File: src/rtl/serial_frame_tx.sv
// serial_frame_tx: serializes a parallel word into a framed bit stream.
//
// Frame (in transmit order): start bit (1), DATA_W data bits LSB first,
// even-parity bit (XOR of the data bits), stop bit (0).
// Each bit is held on ser_data for BIT_DIV cycles; ser_en pulses on the last
// cycle of every bit so the downstream flops capture a settled value.
//
// Ports:
//   clk       system clock, rising edge
//   arst      asynchronous active-low reset
//   tx_data   payload word, sampled only when a word is accepted
//   tx_valid  source has a word
//   tx_ready  block can accept a word (only while idle)
//   ser_data  registered serial line bit
//   ser_en    registered capture strobe, one cycle per bit
//   busy      frame in progress
//   done      one-cycle pulse on the cycle the frame completes
module serial_frame_tx #(
  parameter int unsigned DATA_W  = 8,
  parameter int unsigned BIT_DIV = 4
) (
  input  logic              clk,
  input  logic              arst,
  input  logic [DATA_W-1:0] tx_data,
  input  logic              tx_valid,
  output logic              tx_ready,
  output logic              ser_data,
  output logic              ser_en,
  output logic              busy,
  output logic              done
);

  localparam int unsigned PhaseW = (BIT_DIV > 1) ? $clog2(BIT_DIV) : 1;
  localparam int unsigned IdxW   = (DATA_W > 1) ? $clog2(DATA_W) : 1;
  localparam logic [PhaseW-1:0] PhaseLast = PhaseW'(BIT_DIV - 1);
  localparam logic [IdxW-1:0]   IdxLast   = IdxW'(DATA_W - 1);

  typedef enum logic [2:0] {
    StIdle,
    StStart,
    StData,
    StParity,
    StStop
  } state_e;

  state_e              state_q, state_d;
  logic [PhaseW-1:0]   phase_q, phase_d;
  logic [IdxW-1:0]     idx_q, idx_d;
  logic [DATA_W-1:0]   shift_q, shift_d;
  logic                parity_q, parity_d;
  logic                ser_data_q, ser_data_d;
  logic                ser_en_q, ser_en_d;
  logic                done_q, done_d;
  logic                phase_last;

  assign phase_last = (phase_q == PhaseLast);

  always_comb begin
    state_d    = state_q;
    phase_d    = phase_q;
    idx_d      = idx_q;
    shift_d    = shift_q;
    parity_d   = parity_q;
    done_d     = 1'b0;
    ser_data_d = 1'b0;
    ser_en_d   = 1'b0;

    // Phase only runs while a frame is on the line; it wraps to 0 at every bit
    // boundary, so it is already 0 when the frame returns to idle.
    if (state_q != StIdle) begin
      phase_d = phase_last ? '0 : phase_q + PhaseW'(1);
    end

    unique case (state_q)
      StIdle: begin
        if (tx_valid) begin
          state_d  = StStart;
          shift_d  = tx_data;
          parity_d = ^tx_data;
          phase_d  = '0;
          idx_d    = '0;
        end
      end
      StStart: begin
        if (phase_last) state_d = StData;
      end
      StData: begin
        if (phase_last) begin
          shift_d = shift_q >> 1;
          if (idx_q == IdxLast) begin
            state_d = StParity;
            idx_d   = '0;
          end else begin
            idx_d = idx_q + IdxW'(1);
          end
        end
      end
      StParity: begin
        if (phase_last) state_d = StStop;
      end
      StStop: begin
        if (phase_last) begin
          state_d = StIdle;
          done_d  = 1'b1;
        end
      end
      default: state_d = StIdle;
    endcase

    // Line outputs are registered, so derive them from the next state.
    unique case (state_d)
      StStart:  ser_data_d = 1'b1;
      StData:   ser_data_d = shift_d[0];
      StParity: ser_data_d = parity_d;
      default:  ser_data_d = 1'b0;
    endcase
    ser_en_d = (state_d != StIdle) && (phase_d == PhaseLast);
  end

  always_ff @(posedge clk or negedge arst) begin
    if (!arst) begin
      state_q    <= StIdle;
      phase_q    <= '0;
      idx_q      <= '0;
      shift_q    <= '0;
      parity_q   <= 1'b0;
      ser_data_q <= 1'b0;
      ser_en_q   <= 1'b0;
      done_q     <= 1'b0;
    end else begin
      state_q    <= state_d;
      phase_q    <= phase_d;
      idx_q      <= idx_d;
      shift_q    <= shift_d;
      parity_q   <= parity_d;
      ser_data_q <= ser_data_d;
      ser_en_q   <= ser_en_d;
      done_q     <= done_d;
    end
  end

  assign tx_ready = (state_q == StIdle);
  assign busy     = (state_q != StIdle);
  assign ser_data = ser_data_q;
  assign ser_en   = ser_en_q;
  assign done     = done_q;

endmodule

File: config.mk
export PLATFORM = sky130hd
export DESIGN_NAME = serial_frame_tx
export DESIGN_NICKNAME = d
export VERILOG_FILES = /design/src/rtl/serial_frame_tx.sv
export SDC_FILE = /design/constraint.sdc
export NUM_CORES = 1
export LEC_CHECK = 0
export CAP_MARGIN = 0
export CELL_PAD_IN_SITES_DETAIL_PLACEMENT = 0
export CELL_PAD_IN_SITES_GLOBAL_PLACEMENT = 2
export CORE_UTILIZATION = 33
export DETAILED_ROUTE_END_ITERATION = 8
export PLACE_DENSITY = 0.76
export RECOVER_POWER = 50
export SETUP_SLACK_MARGIN = 0.05
export SYNTH_ARGS = -nofsm -noshare
export SYNTH_HDL_FRONTEND = slang
export SYNTH_SLANG_ARGS = --single-unit
File: constraint.sdc
create_clock -name clk -period 2.16 [get_ports clk]
set_input_delay 0.648 -clock clk [delete_from_list [all_inputs] [get_ports clk]]
set_output_delay 0.648 -clock clk [all_outputs]
set_load 0.05 [all_outputs]
==> results.tsv <==
stage	metric	value	unit
run_status	status	complete, no violations	
synthesis	yosysTopAreaCell	dfrtp_1	
timing	rsz0062_at_grt	false	
synthesis	ys_types	33	
clock_network	clk_latency	0.30	ns
route	vias	783	
place	dp_hpwl	1500	um
route	routed_via_density	4.69	
layout	diodes	0	
critical_path	worst-endpoint-arrival	1.35	ns
timing	min_period	2.00	ns
route	drtPass1Iterations	4	
floorplanning	initial_core_util	0.348	
clock_network	clk_pin_slew	0.12	ns
place	dp_slack	0.0586	ns
synthesis	ys_seq_area_frac	0.467	
layout	layout-drive-gt1-share	0.171	
timing	fin_ws	0.165	ns
clock_network	root_buffer	clkbuf_4	
critical_path	reg2reg_from	phase_q[0]$_DFF_PN0_	
critical_path	crit_path_start	state_q[1]$_DFF_PN0_	
grt	use_met2	0.222	
critical_path	critPathRequiredTime	1.51	ns
synthesis	synth_compound_area_frac	0.155	
timing	worst_slew_pin_slew	1.13	ns
route	detail-route-antenna-nets	0	
floorplanning	placementRows	20	
floorplanning	core_region_area	3080	um2
layout	multiInputGateArea	522	um2
grt	met1_usage	0.174	
clock_network	clock_path_buffers	2	
pwr	swShare	0.393	
place	port_buffers	15	
critical_path	startpoint_type	register	
critical_path	ff2ff_path_depth	5	
timing	setup_tns	0	ns
synthesis	yosys.area_share.xor_xnor	0.0572	
timing	clock_skew	0.00173	ns
clock_network	tritoncts	done	
critical_path	crit_fanout	12	
floorplanning	fp.dieW	59	um
synthesis	synth.top_cell.area_share	0.467	
hold_path	min_to	shift_q[2]$_DFFE_PN0P_	
timing	fin_crit_sh	0.924	
floorplanning	die_height	59	um
grt	busiest_layer	met2	
layout	register_area	502	um2
timing	max_freq	0.501	GHz
critical_path	r2r_slack	0.30	ns
floorplanning	fp.dieArea	3480	um2
synthesis	async_reset_ff_frac	1.00	
synthesis	ys_top_cells_by_area	dfrtp_1 47%, nand2_1 7.7%, xnor2_1 5.7%	
synthesis	synthesis.area	1070	um2
grt	track_usage	0.139	
timing	setup_violations	0	
clock_network	htree_num_levels	1	
synthesis	synth_common_cells	22 x nand2_1, 20 x dfrtp_1, 7 x a22oi_1, 7 x xnor2_1, 4 x o21ai_1	
clock_network	clock_sinks	20	
grt	grt_overflow	0	
synthesis	syn_area_per_cell	10.6	um2
critical_path	path_class	reg2out	
pwr	combPwrFrac	0.470	
grt	grt_max_degree	21	
grt	grt_pass1_vias	766	
flow_run	maxCapViolations	0	
critical_path	end_kind	output port	
synthesis	synth-seq-cells	20	
pwr	ir_worst_vdd	0.000441	V
synthesis	synthAdderAreaFrac	0.0350	
hold_path	min_path_cells	2	
timing	hold_violations	0	
synthesis	yosys-mux-area-fraction	0.0105	
grt	met3_usage	0.0262	
layout	area_growth_syn_to_layout	26.5	%
pwr	p_per_area	1320	nW/um2
hold_path	hold_path_class	reg2reg	
pwr	p_sw	704	uW
hold_path	hp-start	shift_q[2]$_DFFE_PN0P_	
place	gp_congestion	0.785	
clock_network	cts_made_buffers	3	
synthesis	synth_edf_count	0	
synthesis	postSynthCellCount	101	
synthesis	yosysMostFrequentCell	nand2_1	
route	drc	0	
critical_path	rr_endpoint	ser_data$_DFF_PN0_	
pwr	finalPower	1790	uW
synthesis	synth_ff_type	dfrtp_1	
layout	n_fill_cell	318	
pwr	leakagePower	0.000625	uW
grt	grt_pass1_wl	3480	um
route	wire_per_inst	12.6	um
route	routed_wirelength	2100	um
synthesis	yosys.area_share.simple	0.229	
timing	slew_viol_final	0	
floorplanning	pin_count	16	
pwr	p_clk_frac	0.173	
pwr	power_frac_seq	0.357	
pwr	p_int	1090	uW
layout	layout.nets	138	
synthesis	synth_top_family_by_area	simple AND/OR/NAND/NOR gates	
synthesis	syn_nets	115	
route	drt_iter0_drc	47	
timing	slew_headroom	0.247	
clock_network	cts_hold_buf	0	
synthesis	yosys_warnings	0	
grt	antenna_found_initial	0	
-- layout make-up --
cell class | instances | share of cell area
Clock inverter | 1 | 0.0221
Sequential cell | 20 | 0.370
Tap cell | 44 | 0.0406
Timing Repair Buffer | 23 | 0.161
Inverter | 2 | 0.00554
Clock buffer | 3 | 0.0166
Multi-Input combinational cell | 74 | 0.385
-- kinds of logic (layout without fill, tap and decap cells) --
logic type | Yosys count | after routing
buffers and inverters | 7 | 29
XOR/XNOR | 7 | 7
multiplexers | 1 | 1
adder cells (fa/ha/maj) | 3 | 3
AND/OR/NAND/NOR | 40 | 40
flip-flops | 20 | 20
AO/OA/AOI/OAI | 23 | 23
-- power groups by stage --
stage | clock, uW | sequential (uW) | combinational (uW)
finish | 311 | 640 | 842
global placement | 0 | 648 | 829
floorplan | 0 | 664 | 593
global route | 335 | 660 | 926
detailed placement | 0 | 648 | 841
CTS | 325 | 640 | 853
-- sequential cells by signal (all words and copies together) (netlist names) --
register and flops:
done 1, idx_q 3, parity_q 1, phase_q 2
ser_data 1, ser_en 1, shift_q 8, state_q 3
-- per-stage QoR --
step	instance area, um2	util	instances	hold slack (ns)
global route	1360	0.441	167	0.530
CTS	1350	0.440	167	0.496
global placement	1290	0.421	162	0.462
detailed placement	1290	0.421	162	0.465
finish	1360	0.441	167	0.490
floorplan	1070	-	101	0.352
-- routing by layer --
| layer | part of all wire | routed length, um |
|---|---|---|
| met1 | 0.49 | 1030 |
| met5 | 0 | 0 |
| met4 | 0.020 | 42 |
| met2 | 0.46 | 968 |
| met3 | 0.028 | 59 |
-- critical path, cell delays in order (launching register included) --
cell     delay, ns
dfrtp_2       0.52
nor3_4        0.27
inv_1         0.06
buf_4         0.19
-- how the worst max path moves through the flow --
| stage | slack [ns] | to |
|---|---|---|
| 2_1_floorplan | 0.07 | busy |
| 3_3_place_gp | 0.09 | ser_data$_DFF_PN0_ |
| 3_5_place_dp | 0.06 | ser_data$_DFF_PN0_ |
| 4_1_cts | 0.05 | done |
| 5_1_grt | 0.09 | busy |
| 6_report | 0.16 | busy |
-- timing repair --
action                                  in CTS  in global routing
pin swaps                                    1                  0
setup buffers                                1                  0
endpoints found under the setup margin       2                  3
resized for setup                            1                  3
-- cells in the final DEF, fill, tap and decap left out, drive strengths merged, types with 2 or more instances in the layout --
cell type      synthesis  routed
xnor2                  7       7
dfrtp                 20      20
a22oi                  7       7
nor2                   4       4
nand2                 22      22
ha                     3       3
buf                    5       9
nor2b                  2       2
nor3                   2       2
a21oi                  2       2
o31ai                  2       2
inv                    2       2
nand3b                 3       3
and3                   2       2
dlymetal6s2s           0       2
o21ai                  6       6
clkdlybuf4s50          0       9
clkbuf                 0       4
Power figures use the tool's default switching activity.
